--- src/rtl/cpu_pkg.sv ---
// Shared definitions for the pipelined MIPS core: opcodes, ALU op classes,
// the decode-to-execute control bundle and the ID/EX update actions.
package cpu_pkg;

    localparam logic [5:0] OP_RTYPE = 6'b000000;
    localparam logic [5:0] OP_ADDI  = 6'b001000;
    localparam logic [5:0] OP_LW    = 6'b100011;
    localparam logic [5:0] OP_SW    = 6'b101011;
    localparam logic [5:0] OP_BEQ   = 6'b000100;
    localparam logic [5:0] OP_J     = 6'b000010;

    localparam logic [1:0] ALUOP_ADD   = 2'b00;
    localparam logic [1:0] ALUOP_RTYPE = 2'b10;

    // An all-zero bundle is a bubble: it never writes registers or memory.
    typedef struct packed {
        logic       reg_dst;
        logic       alu_src;
        logic       reg_write;
        logic       mem_write;
        logic       mem_read;
        logic       mem_to_reg;
        logic [1:0] alu_op;
    } ctrl_t;

    typedef enum logic [1:0] {
        ACT_HOLD    = 2'd0,
        ACT_FLUSH   = 2'd1,
        ACT_STALL   = 2'd2,
        ACT_CAPTURE = 2'd3
    } idex_act_t;

endpackage

--- src/rtl/id_ex_stage_hazard_detect.sv ---
// Load-use hazard detector: a load sitting in execute whose destination is
// read by the instruction in decode forces a one-cycle stall.
module hazard_detect (
    input  logic       ex_mem_read,
    input  logic       ex_valid,
    input  logic       flush,
    input  logic [4:0] ex_rt,
    input  logic [4:0] rs,
    input  logic [4:0] rt,
    output logic       stall
);

    logic rt_nonzero;
    logic src_match;

    // Both source fields are compared regardless of opcode (conservative);
    // a flush squashes the consumer, so no stall is needed then.
    assign rt_nonzero = (ex_rt != 5'd0);
    assign src_match  = (ex_rt == rs) || (ex_rt == rt);
    assign stall      = ex_mem_read & ex_valid & ~flush & rt_nonzero & src_match;

endmodule

--- src/rtl/id_ex_stage.sv ---
// ID/EX pipeline register with load-use stall, branch flush, global hold and
// saturating bubble/flush event counters.
module id_ex_stage
    import cpu_pkg::*;
#(
    parameter int DW = 32,
    parameter int CW = 16
) (
    input  logic          clk_i,
    input  logic          rst_i,
    input  logic          Hold_i,
    input  logic          Flush_i,
    input  logic          RegDst_i,
    input  logic          ALUSrc_i,
    input  logic          RegWrite_i,
    input  logic          MemWrite_i,
    input  logic          MemRead_i,
    input  logic          MemtoReg_i,
    input  logic [1:0]    ALUOp_i,
    input  logic [DW-1:0] PC4_i,
    input  logic [DW-1:0] RD1_i,
    input  logic [DW-1:0] RD2_i,
    input  logic [DW-1:0] Imm_i,
    input  logic [4:0]    RS_i,
    input  logic [4:0]    RT_i,
    input  logic [4:0]    RD_i,
    output logic          Stall_o,
    output logic          EX_RegDst_o,
    output logic          EX_ALUSrc_o,
    output logic          EX_RegWrite_o,
    output logic          EX_MemWrite_o,
    output logic          EX_MemRead_o,
    output logic          EX_MemtoReg_o,
    output logic [1:0]    EX_ALUOp_o,
    output logic [DW-1:0] EX_PC4_o,
    output logic [DW-1:0] EX_RD1_o,
    output logic [DW-1:0] EX_RD2_o,
    output logic [DW-1:0] EX_Imm_o,
    output logic [4:0]    EX_RS_o,
    output logic [4:0]    EX_RT_o,
    output logic [4:0]    EX_RD_o,
    output logic          EX_Valid_o,
    output logic [CW-1:0] BubbleCnt_o,
    output logic [CW-1:0] FlushCnt_o
);

    ctrl_t         dec_ctrl;
    ctrl_t         ex_ctrl;
    idex_act_t     act;
    logic          stall;
    logic [DW-1:0] ex_pc4;
    logic [DW-1:0] ex_rd1;
    logic [DW-1:0] ex_rd2;
    logic [DW-1:0] ex_imm;
    logic [4:0]    ex_rs;
    logic [4:0]    ex_rt;
    logic [4:0]    ex_rd;
    logic          ex_valid;
    logic [CW-1:0] bubble_cnt;
    logic [CW-1:0] flush_cnt;

    assign dec_ctrl.reg_dst    = RegDst_i;
    assign dec_ctrl.alu_src    = ALUSrc_i;
    assign dec_ctrl.reg_write  = RegWrite_i;
    assign dec_ctrl.mem_write  = MemWrite_i;
    assign dec_ctrl.mem_read   = MemRead_i;
    assign dec_ctrl.mem_to_reg = MemtoReg_i;
    assign dec_ctrl.alu_op     = ALUOp_i;

    hazard_detect u_hazard_detect (
        .ex_mem_read (ex_ctrl.mem_read),
        .ex_valid    (ex_valid),
        .flush       (Flush_i),
        .ex_rt       (ex_rt),
        .rs          (RS_i),
        .rt          (RT_i),
        .stall       (stall)
    );

    // Stall is reported even during hold so upstream stays frozen consistently.
    assign Stall_o = stall;

    always_comb begin
        act = ACT_CAPTURE;
        if (Hold_i) begin
            act = ACT_HOLD;
        end else if (Flush_i) begin
            act = ACT_FLUSH;
        end else if (stall) begin
            act = ACT_STALL;
        end
    end

    always_ff @(posedge clk_i) begin
        if (rst_i) begin
            ex_ctrl    <= '0;
            ex_pc4     <= '0;
            ex_rd1     <= '0;
            ex_rd2     <= '0;
            ex_imm     <= '0;
            ex_rs      <= '0;
            ex_rt      <= '0;
            ex_rd      <= '0;
            ex_valid   <= 1'b0;
            bubble_cnt <= '0;
            flush_cnt  <= '0;
        end else begin
            case (act)
                ACT_FLUSH, ACT_STALL: begin
                    ex_ctrl  <= '0;
                    ex_pc4   <= '0;
                    ex_rd1   <= '0;
                    ex_rd2   <= '0;
                    ex_imm   <= '0;
                    ex_rs    <= '0;
                    ex_rt    <= '0;
                    ex_rd    <= '0;
                    ex_valid <= 1'b0;
                    if (act == ACT_FLUSH) begin
                        if (!(&flush_cnt)) flush_cnt <= flush_cnt + CW'(1);
                    end else begin
                        if (!(&bubble_cnt)) bubble_cnt <= bubble_cnt + CW'(1);
                    end
                end
                ACT_CAPTURE: begin
                    ex_ctrl  <= dec_ctrl;
                    ex_pc4   <= PC4_i;
                    ex_rd1   <= RD1_i;
                    ex_rd2   <= RD2_i;
                    ex_imm   <= Imm_i;
                    ex_rs    <= RS_i;
                    ex_rt    <= RT_i;
                    ex_rd    <= RD_i;
                    ex_valid <= 1'b1;
                end
                default: ;
            endcase
        end
    end

    assign EX_RegDst_o   = ex_ctrl.reg_dst;
    assign EX_ALUSrc_o   = ex_ctrl.alu_src;
    assign EX_RegWrite_o = ex_ctrl.reg_write;
    assign EX_MemWrite_o = ex_ctrl.mem_write;
    assign EX_MemRead_o  = ex_ctrl.mem_read;
    assign EX_MemtoReg_o = ex_ctrl.mem_to_reg;
    assign EX_ALUOp_o    = ex_ctrl.alu_op;
    assign EX_PC4_o      = ex_pc4;
    assign EX_RD1_o      = ex_rd1;
    assign EX_RD2_o      = ex_rd2;
    assign EX_Imm_o      = ex_imm;
    assign EX_RS_o       = ex_rs;
    assign EX_RT_o       = ex_rt;
    assign EX_RD_o       = ex_rd;
    assign EX_Valid_o    = ex_valid;
    assign BubbleCnt_o   = bubble_cnt;
    assign FlushCnt_o    = flush_cnt;

endmodule
--- config.mk ---
export PLATFORM = sky130hd
export DESIGN_NAME = id_ex_stage
export DESIGN_NICKNAME = d
export VERILOG_FILES = /design/src/rtl/cpu_pkg.sv /design/src/rtl/id_ex_stage_hazard_detect.sv /design/src/rtl/id_ex_stage.sv
export SDC_FILE = /design/constraint.sdc
export NUM_CORES = 1
export LEC_CHECK = 0
export BUFFER_PORTS_ARGS = -buffer_cell sky130_fd_sc_hd__buf_2
export CAP_MARGIN = 15
export CORE_MARGIN = 2
export CORE_UTILIZATION = 30
export DETAILED_ROUTE_END_ITERATION = 10
export SYNTH_ARGS = -nofsm -noshare
export SYNTH_HDL_FRONTEND = slang
export SYNTH_SLANG_ARGS = --single-unit
--- constraint.sdc ---
create_clock -name clk_i -period 3.6 [get_ports clk_i]
set_input_delay 0.72 -clock clk_i [delete_from_list [all_inputs] [get_ports clk_i]]
set_output_delay 0.72 -clock clk_i [all_outputs]
set_load 0.1 [all_outputs]
==> flow_summary.toml <==
[cells_and_area]
antennaDiodeCount = 0
post_route_cells_drive_above_1_share_pct = 30.1
number_of_nets_in_the_layout = 1479
area.growth.synth_to_final_pct = 35.0
fillerInstances = 2575

[synth]
synth.top_cells.by_area = "sky130_fd_sc_hd__dfxtp_1, sky130_fd_sc_hd__nor2_1, sky130_fd_sc_hd__a21oi_1, sky130_fd_sc_hd__nand2_1, sky130_fd_sc_hd__clkbuf_1"
netlist_area_um2 = 7530
synth_top_area_share_pct = 48.9
synth-seq-area-share_pct = 48.9
edff_count_synth = 0
synth.top_cells.by_count = "sky130_fd_sc_hd__nor2_1, sky130_fd_sc_hd__dfxtp_1, sky130_fd_sc_hd__nand2_1"
postSynth.topFlopCell = "sky130_fd_sc_hd__dfxtp_1"
avgSynthCellArea_um2 = 7.39
mappedNetlistNets = 1178
synthesis.yosys.warnings = 0
post_synth_num_cell_types = 48
synth_top_cell_by_area = "sky130_fd_sc_hd__dfxtp_1"
synth_most_common_cell = "sky130_fd_sc_hd__nor2_1"
ys_seq_elements = 184
syn_inst = 1018
postSynth.asyncResetShare_pct = 0

[sta]
post-route-period-util_pct = 83.5
grt_setup_unrepaired = "no"
timing.setup.tns_ns = 0
final-setup-viol-count = 0
hold_viol = 0
tightest_slew_ns = 0.870
final_period_minus_worst_setup_slack_ns = 3.00
final.setup_skew_ns = 0.0101
maxClockFrequency_mhz = 333
slew_viol_final = 0
slew_headroom_pct = 42.0

[clock_network]
sinks_on_clock_net = 184
clk_pin_slew_worst_paths_ns = 0.07
cts_tree = "done"
cts_buf_count = 17
cts_resized = 0
post-cts-setup-buffer-count = 0
clock_tree.buffer_depth = 2
cts_hold_buf = 0
clk_root_buffer_cell = "sky130_fd_sc_hd__clkbuf_16"
htree_levels = 4
insertion_delay_ns = 0.43

[global_routing]
grt_pass1_wl_um = 34600
first_global_vias = 6852
grt_max_degree = 114
grt_antenna_before_repair = 0
grt_remaining_overflow = 0
track_usage_pct = 16.0

[power_and_ir_drop]
sequentialPowerShare_pct = 45.6
leakagePower_nw = 4.72
net-switching-power_w = 0.00136
power.switching_fraction_pct = 29.8
p_total_w = 0.00457
power_density_nw_per_um2 = 450
peakVddDrop_uv = 249
power_frac_comb_pct = 13.1
intPower_w = 0.00321
power_frac_clock_pct = 41.2

[detailed_routing]
routed-via-count = 7538
drcViolationCount = 0
routed_via_density = 4.55
finalWirelength_um = 22000
drt_iter0_markers = 411
antenna_left = 0
detailedRoute.firstPassIterationCount = 4
route.detailed.wl_per_inst_um = 13.3

[worst_setup_path]
slowest_stage = "sky130_fd_sc_hd__or4_1"
critical-path-max-stage-delay_ns = 0.51
cp-end-kind = "flop"
worst-r2r-cell-count = 10
worstPathRequired_ns = 3.95
cp_max_fo = 5
timing.critical_path.cells = "or4_1 -> o21ai_0 -> a21oi_4 -> or2_2 -> ha_4 -> inv_4 -> nor4_4 -> o2111ai_2 -> or3_1 -> a21oi_1"
crit_type = "reg -> reg"
critical_path_arrival_ns = 3.35
worst_setup_path_start_kind = "flop"

[die]
placementRows = 57
chip_height_um = 162
dieWidth_um = 162
design.die.area_um2 = 26400
start_util_pct = 30.8
core_area_um2 = 24500
num_io_pins = 340

[run_status]
run_status = "complete, no violations"

[min_path]
hold-path-cell-count = 2
worstHoldPathType = "reg -> reg"

[placed_design]
io_buffers = 339
routabilityCongestion = 0.845
hpwlAfterDp_um = 15400

[run]
drv_cap = 0
==> flip-flops by register name, summed over array words and instances (netlist names), 2 cells and up <==
name and flops:
EX_RT_o 5, EX_RD_o 5, EX_RS_o 5, EX_ALUOp_o 2
BubbleCnt_o 16, EX_PC4_o 32, EX_RD2_o 32, EX_RD1_o 32
EX_Imm_o 32, FlushCnt_o 16
==> cells by family after synthesis <==
family          synth area share [%]
mux                            0.532
compound gates                  12.3
xor+xnor                        3.72
fa+ha+maj                      0.831
flops                           48.9
buf+inv                         3.92
simple gates                    29.8
==> layer usage <==
| metal | global-route usage (%) | share of wire [%] | vias to the layer above | wire length (um) |
|---|---|---|---|---|
| met1 | 20.3 | 45 | 3383 | 9910 |
| met5 | 0 | 0 | - | 0 |
| li1 | - | - | 3902 | - |
| met4 | 5.91 | 2.5 | 0 | 540 |
| met3 | 4.05 | 6.0 | 31 | 1310 |
| met2 | 26.4 | 47 | 222 | 10200 |
==> cell usage in the layout (no fill, tap or decap), types with 2 or more instances in the layout <==
cell type / instances
sky130_fd_sc_hd__nor2b_1: 2
sky130_fd_sc_hd__buf_12: 6
sky130_fd_sc_hd__and4_1: 3
sky130_fd_sc_hd__nor3_1: 4
sky130_fd_sc_hd__nand4_1: 8
sky130_fd_sc_hd__o211ai_1: 2
sky130_fd_sc_hd__buf_4: 7
sky130_fd_sc_hd__or2_2: 2
sky130_fd_sc_hd__nor2_1: 329
sky130_fd_sc_hd__nand2_1: 158
sky130_fd_sc_hd__inv_8: 3
sky130_fd_sc_hd__a22oi_1: 6
sky130_fd_sc_hd__nand3_1: 9
sky130_fd_sc_hd__inv_6: 4
sky130_fd_sc_hd__ha_4: 2
sky130_fd_sc_hd__a21oi_1: 151
sky130_fd_sc_hd__o21ai_0: 8
sky130_fd_sc_hd__inv_1: 4
sky130_fd_sc_hd__clkinv_4: 2
sky130_fd_sc_hd__dfxtp_1: 183
sky130_fd_sc_hd__xor2_1: 13
sky130_fd_sc_hd__clkinv_8: 2
sky130_fd_sc_hd__xnor2_1: 19
sky130_fd_sc_hd__nor4_1: 6
sky130_fd_sc_hd__or4_1: 2
sky130_fd_sc_hd__ha_1: 3
sky130_fd_sc_hd__mux2i_1: 4
sky130_fd_sc_hd__clkbuf_16: 17
sky130_fd_sc_hd__buf_2: 338
sky130_fd_sc_hd__or3_1: 4
sky130_fd_sc_hd__nor4_4: 2
==> layout make-up <==
type | instances | area [um2] | share of cell area (%)
Clock buffer | 17 | 425 | 4.19
Clock inverter | 14 | 161 | 1.59
Inverter | 5 | 21.3 | 0.209
Multi-Input combinational cell | 759 | 3580 | 35.3
Sequential cell | 184 | 3680 | 36.3
Tap cell | 324 | 405 | 3.99
Timing Repair Buffer | 352 | 1880 | 18.5
==> through the flow <==
step	area, um2	worst slack, ns	hold slack, ns	utilization, %	std cells
floorplan	7540	0.0147	0.778	-	1018
global placement	9570	0.608	0.462	39.1	1624
detailed placement	9570	0.575	0.470	39.1	1624
CTS	10200	0.602	0.488	41.5	1655
global route	10200	0.428	0.502	41.5	1655
finish	10200	0.596	0.480	41.5	1655
==> worst max-delay path: cells and delay by family, from the launching register on <==
kind	cells	cell delay, ns
AND/OR/NAND/NOR	4	1.50
flip-flops	1	0.35
buffers and inverters	1	0.05
AO/OA/AOI/OAI	4	0.74
adder cells (fa/ha/maj)	1	0.30
==> power groups by stage <==
| stage | Sequential [W] | Combinational (W) | Clock, W |
|---|---|---|---|
| final | 0.00209 | 0.000600 | 0.00189 |
| after floorplan | 0.00236 | 0.000190 | 0 |
| after global placement | 0.00213 | 0.000600 | 0 |
| after CTS | 0.00209 | 0.000605 | 0.00194 |
| after global routing | 0.00209 | 0.000645 | 0.00203 |
| after detailed placement | 0.00213 | 0.000603 | 0 |
==> worst paths after layout <==
check / start / to / slack [ns]
hold / removal: EX_RD2_o[14] / EX_RD2_o[14] / 0.48
setup / recovery: EX_RT_o[0] / BubbleCnt_o[15] / 0.60
setup reg to reg: EX_RT_o[0] / BubbleCnt_o[15] / 0.60
hold reg to reg: EX_RD2_o[14] / EX_RD2_o[14] / 0.48
Power figures use the tool's default switching activity.
